--- src/rtl/mux_arbiter_4x1.sv ---
// mux_arbiter_4x1: four-requester valid/ready arbiter feeding a single
// registered output word. Round-robin priority with bounded burst continuation.
//
// Ports:
//   clk        rising-edge clock
//   rst_n      asynchronous active-low reset
//   req_valid  per-requester valid (bit i = requester i)
//   req_data   packed requester words, requester i at [i*DATA_W +: DATA_W]
//   req_ready  per-requester accept, one-hot or zero (combinational)
//   out_valid  output register holds an unconsumed word
//   out_data   registered selected word
//   out_ready  downstream accept
//   out_sel    index of the requester whose word sits in out_data
module mux_arbiter_4x1 #(
    parameter int unsigned DATA_W    = 32,
    parameter int unsigned MAX_BURST = 4
) (
    input  logic                clk,
    input  logic                rst_n,
    input  logic [3:0]          req_valid,
    input  logic [4*DATA_W-1:0] req_data,
    output logic [3:0]          req_ready,
    output logic                out_valid,
    output logic [DATA_W-1:0]   out_data,
    input  logic                out_ready,
    output logic [1:0]          out_sel
);

    // Burst counter holds values 0..15, enough for any legal MAX_BURST.
    localparam int unsigned CNT_W = 4;

    logic [1:0]        last;
    logic [CNT_W-1:0]  burst_cnt;

    logic              load_en;
    logic              keep_burst;
    logic              grant_found;
    logic [1:0]        grant;
    logic [1:0]        idx;
    logic              req_hs;
    logic [CNT_W-1:0]  cnt_next;
    logic [DATA_W-1:0] sel_word;

    // Grant selection: burst continuation first, else rotating scan from last+1.
    always_comb begin
        load_en     = !out_valid || out_ready;
        keep_burst  = (burst_cnt != '0) && (burst_cnt < CNT_W'(MAX_BURST)) && req_valid[last];
        grant       = last;
        grant_found = 1'b0;
        idx         = last;
        if (keep_burst) begin
            grant       = last;
            grant_found = 1'b1;
        end else begin
            for (int unsigned j = 1; j <= 4; j++) begin
                idx = last + 2'(j);
                if (!grant_found && req_valid[idx]) begin
                    grant       = idx;
                    grant_found = 1'b1;
                end
            end
        end
        // Reset gating keeps req_ready low while rst_n is held low.
        req_hs    = rst_n && load_en && grant_found;
        req_ready = req_hs ? (4'b0001 << grant) : 4'b0000;
        // A repeat grant after a full burst (sole requester) restarts at 1.
        cnt_next  = ((grant == last) && (burst_cnt < CNT_W'(MAX_BURST)))
                    ? burst_cnt + CNT_W'(1) : CNT_W'(1);
    end

    // Word selected for the current grant.
    always_comb begin
        sel_word = '0;
        for (int i = 0; i < 4; i++) begin
            if (grant == 2'(i)) begin
                sel_word = req_data[i*DATA_W +: DATA_W];
            end
        end
    end

    // Output register plus arbitration history.
    always_ff @(posedge clk or negedge rst_n) begin
        if (!rst_n) begin
            out_valid <= 1'b0;
            out_data  <= '0;
            out_sel   <= 2'd0;
            last      <= 2'd3;
            burst_cnt <= '0;
        end else if (req_hs) begin
            out_valid <= 1'b1;
            out_data  <= sel_word;
            out_sel   <= grant;
            last      <= grant;
            burst_cnt <= cnt_next;
        end else if (out_valid && out_ready) begin
            out_valid <= 1'b0;
        end
    end

endmodule
--- config.mk ---
export PLATFORM = sky130hd
export DESIGN_NAME = mux_arbiter_4x1
export DESIGN_NICKNAME = d
export VERILOG_FILES = /design/src/rtl/mux_arbiter_4x1.sv
export SDC_FILE = /design/constraint.sdc
export NUM_CORES = 1
export LEC_CHECK = 0
export ABC_AREA = 1
export CORE_MARGIN = 2
export CORE_UTILIZATION = 25
export CTS_CLUSTER_DIAMETER = 200
export DETAILED_ROUTE_END_ITERATION = 8
export GPL_TIMING_DRIVEN = 1
export HOLD_SLACK_MARGIN = 0.12
export PLACE_DENSITY = 0.67
export SYNTH_ARGS = -nofsm -noshare
export SYNTH_HDL_FRONTEND = slang
export SYNTH_SLANG_ARGS = --single-unit
--- constraint.sdc ---
create_clock -name clk -period 2.27 [get_ports clk]
set_clock_uncertainty 0.1 [all_clocks]
set_input_delay 0.454 -clock clk [delete_from_list [all_inputs] [get_ports clk]]
set_output_delay 0.454 -clock clk [all_outputs]
set_load 0.05 [all_outputs]
==> impl_summary.md <==
Routing
After detailed routing, the number of remaining DRC violations is 0. Dividing the detail-routed wire length by the instance count gives 14.58 µm. The via-per-instance ratio is 4.737. The sum of routed wire length over all layers is 12.32 mm. The first routing iteration left 108 violations. The routed design uses 6.357 mm of met2 wire. The highest metal layer carrying signal wires in the routed design is met4. The count of nets left with antenna violations once routing finished came out at 0.

For this run, the detailed router's first-pass iteration total came to 4. In the final routing, the length of wire on met1 measures 5.030 mm. The wire length on met3 is 529 µm. The final route contains 4,003 vias.

Status
The final reports fail on setup timing. The flow ran to the end, but the final reports show violations.

Cells and area
The ratio of cells with drive above 1 in the final layout is 20.20%. The area of all placed cells without fillers is 0.005886 mm². Excluding fillers, the count of instances in the completed layout stands at 845.

The relative area change from synthesis to final layout is 91.77%. The final design utilization is 49.00%. The antenna diode count is 0.

The final layout net count is 834.

Timing
The number of max-slew violations in the final report is 0. The setup-violating endpoint count in the final report is 37. Subtracting the final worst setup slack from the clock period gives 2879 ps.

Setup repair after global routing could not meet its margin everywhere. In the finished design, the share of the clock period the worst path needs comes to 126.8%. The post-layout worst setup margin is -609.0 ps.

For this run, the top clock speed supported by timing is 347.3 MHz. The number of hold violations in the final report is 0. The slew of the pin with the lowest slew margin is 557.3 ps.

In this run the tightest slew margin relative to its limit is 62.73%.

Floorplanning
The core region is 0.01201 mm². From bottom edge to top edge, the die measures 114.8 µm. The number of placement rows is 40.

Pin placement for this block handled 174 I/O pins. The initial utilization of the core area, before any placement, comes to 25.55%. The die footprint is 0.01318 mm². The die is 114.8 µm wide.

Logic synthesis
The sequential fraction of the synthesis area is 33.51%. The synthesized netlist cell count is 484. Averaged over all synthesized cells, the footprint is 6.341 µm².

The most frequently used flop master after synthesis is sky130_fd_sc_hd__dfrtp_1. Counting every net in the synthesized netlist gives 621. For this run, asynchronously set or reset flops after synthesis account for 100.0%. The flop and latch count out of synthesis is 41. The number of enable-type register cells in the synthesized netlist is 0.

Yosys printed 0 warnings. After synthesis the cells add up to 0.003069 mm². The distinct cell type count after synthesis is 28.

Critical path
The number of cells on the critical path is 14. The cell with the largest stage delay on the worst path is sky130_fd_sc_hd__dfstp_2. The signal on the critical path passes through inv_4 -> nand2_2 -> nand2_2 -> nand2_4 -> nand2_4 -> or2_1 -> nand3_2 -> nand2_1 -> nand2_1 -> nand2_2 -> buf_12 -> buf_4 -> nor2_4 -> buf_12. The capturing point of the worst reg2reg path is out_data[10]. The delay of the slowest critical-path stage is 580 ps. The source of the critical timing path is last[0]. The worst setup path is captured at an output pin. The biggest fanout along the worst timing path is 8.

The cell family with the largest share of critical-path delay is simple AND/OR/NAND/NOR gates. Together, buffers and inverters on the worst path number 4. For the worst flop-to-flop path, the logic depth is 19.

Counting stages on the worst path, the most repeated cell is sky130_fd_sc_hd__nand2_2. At the worst endpoint, the arrival time is 2330 ps. The critical path is of the register to output pin type. The type of origin of the critical path is a register.

The worst endpoint required time is 1720 ps. The worst setup slack for register-to-register paths is -360 ps. The capturing element of the worst setup path is req_ready[1]. The worst reg2reg path startpoint is last[0].

Placed design
The weighted congestion reported at the end of routability-driven placement is 0.8842. Counting tap cells, the placed design contains a total of 819 instances. The HPWL after detailed placement is 8.904 mm. Port buffering added 173 buffers. Once placement finished, the instance area stood at 0.005256 mm². The worst-case setup slack after placement is -597.9 ps.

Clock network
Clock-pin slew was measured on the worst setup and hold paths at 60 ps. The buffer cell driving the clock tree root is sky130_fd_sc_hd__clkbuf_16. At the later pin of the worst-skew pair, clock insertion delay measures 290 ps.

The TritonCTS clock tree is done. The clock passes through at most 2 buffers. The H-tree was split into 2 levels. In this run, CTS created clock tree buffers numbering 5. The count of clock tree sinks is 41.

GRT
Entering global routing, the biggest net connects 42 pins. The via count of the first global-routing pass is 3,888. For this run the aggregate overflow at the end of global routing stands at 0.

The global-route wire length before repair is 18.64 mm. The number of antenna violations at the first check in global routing is 0. The aggregate global-route resource usage is 17.93%.

Worst hold path
The worst hold path belongs to the class input port to asynchronous set/reset pin.

Flow run
The max-cap check violation count is 0.
-- worst reg2reg max path, delay by kind of cell, from the launching register on --
kind / cells / cell delay [ps]
flops: 1 / 580
simple gates: 12 / 910
compound gates: 1 / 170
buf+inv: 6 / 780
-- layout make-up --
| type | count | area, µm² |
|---|---|---|
| fill | 1153 | 6126 |
| timing repair buffer | 235 | 2424 |
| multi-input combinational | 391 | 1968 |
| sequential | 41 | 1028 |
| tap | 147 | 183.9 |
| clock buffer | 5 | 125.1 |
| inverter | 23 | 91.34 |
| clock inverter | 3 | 65.06 |
-- cells in the mapped netlist (2+ instances only) --
cell type / instances / area, µm²
sky130_fd_sc_hd__nor3_1: 2 / 10.01
sky130_fd_sc_hd__dfstp_2: 2 / 52.55
sky130_fd_sc_hd__nor2_1: 84 / 315.3
sky130_fd_sc_hd__nand3_1: 99 / 495.5
sky130_fd_sc_hd__buf_6: 9 / 101.4
sky130_fd_sc_hd__buf_2: 8 / 40.04
sky130_fd_sc_hd__nor2_4: 2 / 22.52
sky130_fd_sc_hd__nor2_2: 3 / 18.77
sky130_fd_sc_hd__dfrtp_1: 39 / 975.9
sky130_fd_sc_hd__or2_0: 3 / 18.77
sky130_fd_sc_hd__nand3_2: 2 / 20.02
sky130_fd_sc_hd__o21ai_0: 18 / 90.09
sky130_fd_sc_hd__buf_1: 4 / 15.01
sky130_fd_sc_hd__buf_4: 6 / 45.04
sky130_fd_sc_hd__clkbuf_1: 3 / 11.26
sky130_fd_sc_hd__nand2_1: 152 / 570.6
sky130_fd_sc_hd__a21oi_1: 3 / 15.01
sky130_fd_sc_hd__nand2_2: 13 / 81.33
sky130_fd_sc_hd__inv_1: 20 / 75.07
sky130_fd_sc_hd__ha_1: 2 / 25.02
sky130_fd_sc_hd__inv_2: 3 / 11.26
-- cells in the final DEF (no fill, tap or decap), types with 3 or more instances in the layout --
cell / count
sky130_fd_sc_hd__nor2_4: 7
sky130_fd_sc_hd__nor2_2: 5
sky130_fd_sc_hd__nand3_2: 9
sky130_fd_sc_hd__clkdlybuf4s50_1: 166
sky130_fd_sc_hd__nand2_1: 134
sky130_fd_sc_hd__nand2_4: 11
sky130_fd_sc_hd__nand3_1: 91
sky130_fd_sc_hd__buf_6: 11
sky130_fd_sc_hd__o21ai_0: 14
sky130_fd_sc_hd__inv_1: 19
sky130_fd_sc_hd__buf_12: 12
sky130_fd_sc_hd__buf_4: 39
sky130_fd_sc_hd__a21oi_1: 3
sky130_fd_sc_hd__dfrtp_1: 39
sky130_fd_sc_hd__o21ai_1: 4
sky130_fd_sc_hd__nor2_1: 77
sky130_fd_sc_hd__clkbuf_16: 6
sky130_fd_sc_hd__nand2_2: 21
-- what timing repair did --
item                       in CTS  in global routing
setup endpoints to repair      36                 41
buffers inserted                9                  6
gates resized for setup        22                 53
hold buffers                    0                  0
pin swaps                      14                 18
gates cloned                    2                  2
-- metrics by stage --
| step | setup TNS (ps) | hold slack, ps |
|---|---|---|
| 2_1_floorplan | -1380 | 58.41 |
| 3_3_place_gp | -18720 | 361.3 |
| 3_5_place_dp | -20720 | 368.6 |
| 4_1_cts | -8546 | 237.8 |
| 5_1_grt | -17400 | 262.1 |
| 6_report | -11260 | 214.2 |
-- registers in the layout, summed over array words and instances, names as in the netlist --
| register | count |
|---|---|
| out_data | 32 |
| burst_cnt | 4 |
| last | 2 |
| out_sel | 2 |
| out_valid | 1 |
-- worst min path at each step --
stage	from	end	cells after the start
after global placement	out_data[24]	out_data[24]	2
after detailed placement	out_data[25]	out_data[25]	2
after global routing	rst_n	out_sel[1]	2
after CTS	rst_n	out_sel[1]	2
final	rst_n	out_sel[1]	2
after floorplan	rst_n	burst_cnt[0]	0
-- cell families (layout without fill, tap and decap cells) --
group,count (synthesis),after routing,share of synthesized area [%]
AO/OA/AOI/OAI,25,25,4.566
adder cells (fa/ha/maj),2,2,0.8152
buffers and inverters,53,266,9.743
flip-flops,41,41,33.51
AND/OR/NAND/NOR,363,364,51.37
-- layer usage --
metal / global-route usage, % / up-vias
li1: - / 1971
met1: 21.66 / 1876
met2: 31.08 / 128
met3: 3.690 / 28
met4: 7.550 / 0
met5: 0 / -
Power is not shown: default switching activity piles up to over one toggle a cycle in this logic, so the estimate is an artifact.
